==> src/rtl/mem_access_unit_if.sv <==
// mem_access_unit_if: MIO bus between the load/store engine (master) and memory (slave).
interface mem_access_unit_if #(
    parameter int DATA_W = 32,
    parameter int ADDR_W = 32
);
    logic                  mem_req;
    logic                  mem_w;
    logic [ADDR_W-1:0]     mem_addr;
    logic [DATA_W/8-1:0]   mem_be;
    logic [DATA_W-1:0]     mem_wdata;
    logic [DATA_W-1:0]     mem_rdata;
    logic                  mem_ready;

    modport master (
        output mem_req, mem_w, mem_addr, mem_be, mem_wdata,
        input  mem_rdata, mem_ready
    );

    modport slave (
        input  mem_req, mem_w, mem_addr, mem_be, mem_wdata,
        output mem_rdata, mem_ready
    );
endinterface

==> src/rtl/mem_access_unit.sv <==
// mem_access_unit: load/store engine between the CPU datapath and the MIO bus.
// Handles the mem_ready wait-state handshake, byte/half/word(/dword) lane
// steering, sign/zero extension of loads, alignment checking and a bus timeout.
// Optional feature macro: MAU_RETRY_EN -- after the first timeout the bus strobe
// drops for one cycle and the access is attempted once more before erroring.
module mem_access_unit #(
    parameter int DATA_W  = 32,
    parameter int ADDR_W  = 32,
    parameter int TIMEOUT = 15
) (
    input  logic              clk,
    input  logic              rst,
    input  logic              req,
    input  logic              we,
    input  logic [1:0]        size,
    input  logic              sign_ext,
    input  logic [ADDR_W-1:0] addr,
    input  logic [DATA_W-1:0] wdata,
    output logic [DATA_W-1:0] rdata,
    output logic              busy,
    output logic              done,
    output logic              err_align,
    output logic              err_timeout,
    mem_access_unit_if.master bus
);
    localparam int LANES = DATA_W / 8;
    localparam int LW    = $clog2(LANES);
    localparam int TW    = $clog2(TIMEOUT + 2);
    localparam logic [TW-1:0] CNT_LAST = TW'((TIMEOUT > 0) ? TIMEOUT - 1 : 0);

    typedef enum logic [2:0] {
        S_IDLE  = 3'd0,
        S_BUS   = 3'd1,
        S_DONE  = 3'd2,
`ifdef MAU_RETRY_EN
        S_ERR   = 3'd3,
        S_RETRY = 3'd4
`else
        S_ERR   = 3'd3
`endif
    } state_t;

    state_t            state_q, state_d;
    logic [TW-1:0]     cnt_q, cnt_d;
    logic              kind_q, kind_d;      // 1 = timeout, 0 = alignment
`ifdef MAU_RETRY_EN
    logic              retried_q, retried_d;
`endif
    logic              accept;
    logic              capture;

    logic              we_q;
    logic [1:0]        size_q;
    logic              sext_q;
    logic [ADDR_W-1:0] addr_q;
    logic [DATA_W-1:0] wdata_q;
    logic [DATA_W-1:0] rdata_q;

    logic [LW-1:0]     lane;
    logic              bus_act;

    // Natural alignment: the low address bits below the access size must be zero.
    function automatic logic misaligned(input logic [1:0] sz, input logic [2:0] a);
        case (sz)
            2'b00:   misaligned = 1'b0;
            2'b01:   misaligned = a[0];
            2'b10:   misaligned = |a[1:0];
            default: misaligned = (DATA_W == 32) ? 1'b1 : |a[2:0];
        endcase
    endfunction

    // Byte-enable pattern of an access before it is shifted into its lane.
    function automatic logic [LANES-1:0] size_mask(input logic [1:0] sz);
        case (sz)
            2'b00:   size_mask = LANES'(1);
            2'b01:   size_mask = LANES'(3);
            2'b10:   size_mask = LANES'(15);
            default: size_mask = '1;
        endcase
    endfunction

    // Keep the low bytes of a right-justified load and extend to full width.
    function automatic logic [DATA_W-1:0] load_extend(input logic [DATA_W-1:0] sh,
                                                      input logic [1:0] sz,
                                                      input logic sx);
        logic signed [7:0]  b;
        logic signed [15:0] h;
        logic signed [31:0] w;
        b = sh[7:0];
        h = sh[15:0];
        w = sh[31:0];
        case (sz)
            2'b00: begin
                if (sx) load_extend = DATA_W'(b);
                else    load_extend = DATA_W'(sh[7:0]);
            end
            2'b01: begin
                if (sx) load_extend = DATA_W'(h);
                else    load_extend = DATA_W'(sh[15:0]);
            end
            2'b10: begin
                if (sx) load_extend = DATA_W'(w);
                else    load_extend = DATA_W'(sh[31:0]);
            end
            default: load_extend = sh;
        endcase
    endfunction

    assign lane    = addr_q[LW-1:0];
    assign bus_act = (state_q == S_BUS);

    // Bus signals are only live during a bus attempt; everything else idles at zero.
    assign bus.mem_req   = bus_act;
    assign bus.mem_w     = bus_act & we_q;
    assign bus.mem_addr  = bus_act ? {addr_q[ADDR_W-1:LW], {LW{1'b0}}} : '0;
    assign bus.mem_be    = bus_act ? (size_mask(size_q) << lane) : '0;
    assign bus.mem_wdata = bus_act ? (wdata_q << {lane, 3'b000}) : '0;

    assign busy        = (state_q != S_IDLE);
    assign done        = (state_q == S_DONE);
    assign err_align   = (state_q == S_ERR) & ~kind_q;
    assign err_timeout = (state_q == S_ERR) & kind_q;
    assign rdata       = rdata_q;

    // Next-state logic: accept in IDLE, wait for mem_ready in BUS, pulse in DONE/ERR.
    always_comb begin
        state_d = state_q;
        cnt_d   = cnt_q;
        kind_d  = kind_q;
`ifdef MAU_RETRY_EN
        retried_d = retried_q;
`endif
        accept  = 1'b0;
        capture = 1'b0;
        case (state_q)
            S_IDLE: begin
                if (req) begin
                    accept = 1'b1;
                    cnt_d  = '0;
`ifdef MAU_RETRY_EN
                    retried_d = 1'b0;
`endif
                    if (misaligned(size, addr[2:0])) begin
                        state_d = S_ERR;
                        kind_d  = 1'b0;
                    end else begin
                        state_d = S_BUS;
                    end
                end
            end
            S_BUS: begin
                // mem_ready is tested first so it beats a timeout on the same edge.
                if (bus.mem_ready) begin
                    capture = ~we_q;
                    state_d = S_DONE;
                end else if ((TIMEOUT != 0) && (cnt_q == CNT_LAST)) begin
                    cnt_d = '0;
`ifdef MAU_RETRY_EN
                    if (!retried_q) begin
                        retried_d = 1'b1;
                        state_d   = S_RETRY;
                    end else begin
                        state_d = S_ERR;
                        kind_d  = 1'b1;
                    end
`else
                    state_d = S_ERR;
                    kind_d  = 1'b1;
`endif
                end else begin
                    cnt_d = cnt_q + TW'(1);
                end
            end
`ifdef MAU_RETRY_EN
            S_RETRY: state_d = S_BUS;
`endif
            S_DONE:  state_d = S_IDLE;
            S_ERR:   state_d = S_IDLE;
            default: state_d = S_IDLE;
        endcase
    end

    // Control state register; reset aborts any access in flight.
    always_ff @(posedge clk or negedge rst) begin
        if (!rst) begin
            state_q <= S_IDLE;
            cnt_q   <= '0;
            kind_q  <= 1'b0;
`ifdef MAU_RETRY_EN
            retried_q <= 1'b0;
`endif
        end else begin
            state_q <= state_d;
            cnt_q   <= cnt_d;
            kind_q  <= kind_d;
`ifdef MAU_RETRY_EN
            retried_q <= retried_d;
`endif
        end
    end

    // Request fields are latched at acceptance so later input changes are ignored.
    always_ff @(posedge clk) begin
        if (accept) begin
            we_q    <= we;
            size_q  <= size;
            sext_q  <= sign_ext;
            addr_q  <= addr;
            wdata_q <= wdata;
        end
    end

    // Load result register; holds its value until the next load completes.
    always_ff @(posedge clk or negedge rst) begin
        if (!rst) begin
            rdata_q <= '0;
        end else if (capture) begin
            rdata_q <= load_extend(bus.mem_rdata >> {lane, 3'b000}, size_q, sext_q);
        end
    end
endmodule
==> src/flat_wrapper.sv <==
// flat-port wrapper written by rule: the top's interface ports become plain ports
module mem_access_unit_flat 
#(
    parameter int DATA_W  = 32,
    parameter int ADDR_W  = 32,
    parameter int TIMEOUT = 15
)
  (clk, rst, req, we, size, sign_ext, addr, wdata, rdata, busy, done, err_align, err_timeout, bus_mem_req, bus_mem_w, bus_mem_addr, bus_mem_be, bus_mem_wdata, bus_mem_rdata, bus_mem_ready);
  mem_access_unit_if #(.DATA_W(DATA_W), .ADDR_W(ADDR_W)) bus_i ();
  input  logic clk;
  input  logic rst;
  input  logic req;
  input  logic we;
  input  logic [1:0] size;
  input  logic sign_ext;
  input  logic [ADDR_W-1:0] addr;
  input  logic [DATA_W-1:0] wdata;
  output logic [DATA_W-1:0] rdata;
  output logic busy;
  output logic done;
  output logic err_align;
  output logic err_timeout;
  output wire logic [$bits(bus_i.mem_req)-1:0] bus_mem_req;
  output wire logic [$bits(bus_i.mem_w)-1:0] bus_mem_w;
  output wire logic [$bits(bus_i.mem_addr)-1:0] bus_mem_addr;
  output wire logic [$bits(bus_i.mem_be)-1:0] bus_mem_be;
  output wire logic [$bits(bus_i.mem_wdata)-1:0] bus_mem_wdata;
  input wire logic [$bits(bus_i.mem_rdata)-1:0] bus_mem_rdata;
  input wire logic [$bits(bus_i.mem_ready)-1:0] bus_mem_ready;
  assign bus_mem_req = bus_i.mem_req;
  assign bus_mem_w = bus_i.mem_w;
  assign bus_mem_addr = bus_i.mem_addr;
  assign bus_mem_be = bus_i.mem_be;
  assign bus_mem_wdata = bus_i.mem_wdata;
  assign bus_i.mem_rdata = bus_mem_rdata;
  assign bus_i.mem_ready = bus_mem_ready;
  mem_access_unit #(.DATA_W(DATA_W), .ADDR_W(ADDR_W), .TIMEOUT(TIMEOUT)) u_core (.clk(clk), .rst(rst), .req(req), .we(we), .size(size), .sign_ext(sign_ext), .addr(addr), .wdata(wdata), .rdata(rdata), .busy(busy), .done(done), .err_align(err_align), .err_timeout(err_timeout), .bus(bus_i));
endmodule
==> config.mk <==
export PLATFORM = sky130hd
export DESIGN_NAME = mem_access_unit_flat
export DESIGN_NICKNAME = d
export VERILOG_FILES = /design/src/rtl/mem_access_unit_if.sv /design/src/rtl/mem_access_unit.sv /design/src/flat_wrapper.sv
export SDC_FILE = /design/constraint.sdc
export NUM_CORES = 1
export LEC_CHECK = 0
export ABC_CLOCK_PERIOD_IN_PS = 12250
export BUFFER_PORTS_ARGS = -buffer_cell sky130_fd_sc_hd__buf_2
export CAP_MARGIN = 10
export CORE_UTILIZATION = 54
export CTS_BUF_LIST = sky130_fd_sc_hd__clkbuf_8
export CTS_CLUSTER_DIAMETER = 40
export CTS_CLUSTER_SIZE = 30
export DETAILED_ROUTE_END_ITERATION = 12
export PLACE_DENSITY = 0.92
export SYNTH_ARGS = -nofsm -noshare
export SYNTH_HDL_FRONTEND = slang
export SYNTH_SLANG_ARGS = --single-unit
==> constraint.sdc <==
create_clock -name clk -period 12.25 [get_ports clk]
set_clock_uncertainty 0.2 [all_clocks]
set_input_delay 1.225 -clock clk [delete_from_list [all_inputs] [get_ports clk]]
set_output_delay 1.225 -clock clk [all_outputs]
set_load 0.05 [all_outputs]
==> After elaboration in Yosys (flattened, before gate mapping) <==
Index checks and enable logic that the tools add are counted.
{ "totals": {"ff_bits": 109} }
{ "op_classes": {"add_sub_neg": 1, "eq_ne": 12, "shifts": 3, "mux": 28, "n_bitwise": 5, "n_reduce_logical": 9} }
{ "op_table": {"columns": ["operator", "n"], "rows": [
  ["$mux 32", 4],
  ["$pmux 32 s2", 1],
  ["$shl 32x5->32", 1],
  ["$shr 32x5->32", 1],
  ["$mux 5", 3],
  ["$mux 1", 10],
  ["$pmux 5 s2", 1],
  ["$mux 3", 3],
  ["$pmux 4 s2", 1],
  ["$eq 3x2->1 const B", 2],
  ["$ne 2x2->1 const B", 3],
  ["$pmux 3 s2", 1],
  ["$add 5x1->5 const B", 1],
  ["$eq 5x4->1 const B", 1],
  ["$reduce_and 5->1", 1],
  ["$eq 2x1->1 const B", 2],
  ["$logic_not 2->1", 2],
  ["$mux 4", 1],
  ["$shl 4x2->4", 1],
  ["$and 1x1->1", 3],
  ["$eq 3x1->1 const B", 1],
  ["$logic_not 3->1", 1],
  ["$ne 3x3->1 const B", 1],
  ["$pmux 1 s3", 1],
  ["other kinds (10)", 11]
]} }

==> Longest topological paths before layout <==
{ "depth": {"depth_word": 7, "mapped_depth": 9, "ltp_nobuf": 6} }

==> Least setup slack after synthesis <==
Ideal clock, no wire load.
{ "synth_path": {"kind": "input port to flip-flop", "from": "input req", "to": "register u_core.addr_q[0], enable pin", "t_arrival_ns": 4.083, "required_time_ns": 11.555, "slack_ns": 7.472, "stages": 2, "n_path_buf": 0, "cell_sequence": "inv_1 -> nor2_1"} }
{ "synth_via": {"elab_chain_len": 2} }
{ "synth_lines": {"columns": ["item", "line", "rtl"], "rows": [
  ["start, declared", "flat_wrapper.sv:12", "input logic req;"],
  ["$mux 1", "mem_access_unit.sv:137", "if (req) begin"],
  ["$mux 1", "mem_access_unit.sv:135", "case (state_q)"],
  ["via u_core.accept", "mem_access_unit.sv:49", "logic accept;"],
  ["end signal, assigned", "mem_access_unit.sv:208", "addr_q <= addr;"],
  ["end, declared", "mem_access_unit.sv:55", "logic [ADDR_W-1:0] addr_q;"]
]} }
The timed path passes the listed nets, and every way through them passes these cells.
A chain may end at the register's enable or synchronous reset.

==> Worst setup path after layout <==
{ "layout_path": {"from": "register u_core.state_q[1]", "to": "output bus_mem_wdata[1]"} }
{ "layout_via": {"elab_chain_len": 2} }
{ "layout_lines": {"columns": ["item", "line", "rtl"], "rows": [
  ["start, declared", "mem_access_unit.sv:43", "state_t state_q, state_d;"],
  ["start signal, assigned", "mem_access_unit.sv:193", "state_q <= state_d;"],
  ["$eq 3x1->1", "mem_access_unit.sv:110", "assign bus_act = (state_q == S_BUS);"],
  ["$mux 32", "mem_access_unit.sv:117", "assign bus.mem_wdata = bus_act ? (wdata_q << {lane, 3'b000}) : '0;"],
  ["end, declared", "flat_wrapper.sv:27", "output wire logic [$bits(bus_i.mem_wdata)-1:0] bus_mem_wdata;"]
]} }
No other way between the ends.

==> flow_metrics.env <==
export IMPL_ctsHoldBuffers=0
export IMPL_dieWidth_um=100
export IMPL_drc=0
export IMPL_p_per_area_nw_per_um2=252
export IMPL_slew_violations=0
export IMPL_path_max_fanout=38
export IMPL_cts_tree="yes"
export IMPL_cts_root_buf="clkbuf_8"
export IMPL_setup_ws_ps=7590
export IMPL_post_place_cells=771
export IMPL_ant_nets=0
export IMPL_synthCells=464
export IMPL_critical_path_class="register to output port"
export IMPL_cp_end_kind="output port"
export IMPL_final_cells=790
export IMPL_place_ws_ps=8020
export IMPL_numPortBuffers=207
export IMPL_dp_hpwl_mm=10.0
export IMPL_met2_length_mm=6.88
export IMPL_numCtsBuffers=9
export IMPL_top_layer="met4"
export IMPL_crit_chain="nand2b_1, inv_2, nand2b_1, nor2_2, and2_1, buf_2"
export IMPL_hold_viol=0
export IMPL_startpoint_type="register"
export IMPL_grt_pass1_vias=4184
export IMPL_drive_gt1_share_pct=37.2
export IMPL_min_path_type="register to register"
export IMPL_wl_met3_mm=1.22
export IMPL_h_tree_depth=3
export IMPL_fin_nets=759
export IMPL_avgSynthCellArea_um2=11.3
export IMPL_clk_latency_ps=370
export IMPL_die_h_um=100
export IMPL_cts_buffer_depth=2
export IMPL_routed_via_density=5.49
export IMPL_drv_cap=0
export IMPL_rsz0062_at_grt="false"
export IMPL_period_needed_ps=4660
export IMPL_tns_ps=0
export IMPL_setup_viol=0
export IMPL_clkTransAtPathRegs_ps=100
export IMPL_grt_antenna_before_repair=3
export IMPL_arrival_ps=3230
export IMPL_critical_path_max_stage_delay_ps=610
export IMPL_maxSlewHeadroom_pct=33.5
export IMPL_wirelength_mm=13.5
export IMPL_wl_met1_mm=4.85
export IMPL_start_util_pct=56.1
export IMPL_grt_usage_pct=26.3
export IMPL_path_common_cell="nand2b_1"
export IMPL_vias=4338
export IMPL_dieArea_um2=10100
export IMPL_fin_crit_sh_pct=38.0
export IMPL_synth_edf_count=68
export IMPL_status="completed"
export IMPL_grt_max_degree=69
export IMPL_gp_congestion=0.863
export IMPL_synth_seq_cells=108
export IMPL_max_freq_mhz=215
export IMPL_drtIter0Drc=190
export IMPL_synthArstFlopShare_pct=37.0
export IMPL_crit_slowest_cell="inv_2"
export IMPL_netlist_area_um2=5230
export IMPL_yosysWarningCount=0
export IMPL_tightest_slew_ps=997
export IMPL_clock_sinks=108
export IMPL_yosysUniqueCellTypes=46
export IMPL_syn_to_final_growth_pct=23.8
export IMPL_seq_area_frac_synth_pct=58.2
export IMPL_drt_pass1_iterations=6
export IMPL_row_count=35
export IMPL_ios=210
export IMPL_cts_repair_resized=0
export IMPL_peakVddDrop_uv=170
export IMPL_leakagePower_uw=0.00299
export IMPL_routedWlPerCell_um=17.1
export IMPL_design_core_area_um2=9330
export IMPL_grt_pass1_wl_mm=19.9
export IMPL_crit_required_ps=10820
export IMPL_post_cts_buffers=0
export IMPL_ys_flop_type="edfxtp_1"
export IMPL_grt_overflow_total=0
==> cells by family after synthesis <==
logic type | share of synthesized area [%]
AO/OA/AOI/OAI | 11.6
buffers and inverters | 4.14
adder cells (fa/ha/maj) | 0.478
other | 0.0717
AND/OR/NAND/NOR | 17.0
multiplexers | 8.46
flip-flops | 58.2
==> cell type report <==
cell class	instances	area, µm²
diodes	3	7.51
clock buffers	9	124
clock inverters	7	71.3
fillers	683	2850
inverters	7	26.3
multi-input cells	317	1980
flip-flops and latches	108	3040
well taps	129	161
repair buffers	210	1060
==> Yosys cell counts, types with 2 or more instances <==
cell / number / area share, %
nand3_1: 3 / 0.29
buf_4: 5 / 0.72
dfrtp_1: 40 / 19
o21ai_1: 3 / 0.29
a211oi_1: 17 / 2.4
clkbuf_1: 5 / 0.36
nand2_1: 16 / 1.1
o21ai_0: 15 / 1.4
mux2_2: 8 / 1.7
a2111oi_0: 2 / 0.33
nor2b_1: 11 / 1.3
nor2_1: 70 / 5.0
o22ai_1: 3 / 0.36
a21oi_1: 58 / 5.5
buf_6: 3 / 0.65
and2_1: 46 / 5.5
ha_1: 2 / 0.48
edfxtp_1: 68 / 39
buf_2: 19 / 1.8
nand2b_1: 6 / 0.72
nor4_1: 2 / 0.24
inv_1: 6 / 0.43
mux2i_1: 33 / 6.3
==> worst max-delay path, delay by kind of cell, from the launching register on <==
family	cells	cell delay (ps)
simple gates	4	1530
buf+inv	2	870
flops	1	470
==> layer usage <==
metal / GRT usage (%) / vias to the layer above
li1: - / 2014
met3: 7.17 / 41
met2: 46.3 / 245
met1: 28.2 / 2038
met5: 0 / -
met4: 15.6 / 0
==> stage by stage <==
step / total power (µW) / util, % / hold WS [ps] / instance area [µm²]
floorplan: 1230 / - / 281 / 5240
global placement: 1400 / 67.3 / 261 / 6270
detailed placement: 1430 / 67.3 / 264 / 6270
CTS: 1630 / 69.3 / 289 / 6470
global route: 1710 / 69.4 / 320 / 6480
finish: 1630 / 69.4 / 291 / 6480
==> path summary, 6_finish.rpt <==
kind                       cells after the start  slack [ps]                             to                     startpoint
hold reg to reg                                2         290    u_core.rdata[7]$_DFFE_PN0P_    u_core.rdata[7]$_DFFE_PN0P_
max in group asynchronous                      1       10520  u_core.state_q[0]$_DFFE_PN0P_                            rst
min in group asynchronous                      1         770   u_core.rdata[10]$_DFFE_PN0P_                            rst
setup reg to reg                               5        9180   u_core.rdata[28]$_DFFE_PN0P_     u_core.addr_q[1]$_DFFE_PP_
setup / recovery                               6        7590               bus_mem_wdata[1]  u_core.state_q[1]$_DFFE_PN0P_
hold / removal                                 2         290    u_core.rdata[7]$_DFFE_PN0P_    u_core.rdata[7]$_DFFE_PN0P_
==> registers in the layout (all words and copies together), names as in the netlist <==
register / count
u_core.addr_q: 32
u_core.state_q: 2
u_core.sext_q: 1
u_core.wdata_q: 32
u_core.we_q: 1
u_core.cnt_q: 5
u_core.kind_q: 1
u_core.rdata: 32
u_core.size_q: 2
==> where the power goes <==
part           switching [µW]  internal [µW]
registers                67.2            513
logic                     647            195
clock network             131           79.4
==> cells in the final DEF (no fill, tap or decap), types with 2 or more instances in the layout <==
master / n
buf_2: 207
nor2_1: 69
edfxtp_1: 68
a21oi_1: 58
and2_1: 46
dfrtp_1: 40
mux2i_1: 33
a211oi_1: 17
nand2_1: 16
o21ai_0: 15
nor2b_1: 11
clkbuf_8: 9
mux2_2: 8
inv_1: 7
nand2b_1: 6
diode_2: 3
o21ai_1: 3
nand3_1: 3
o22ai_1: 3
inv_6: 3
buf_4: 3
nor4_1: 2
a2111oi_0: 2
ha_1: 2
conb_1: 2
clkinv_8: 2
(Power assumes the default switching activity.)
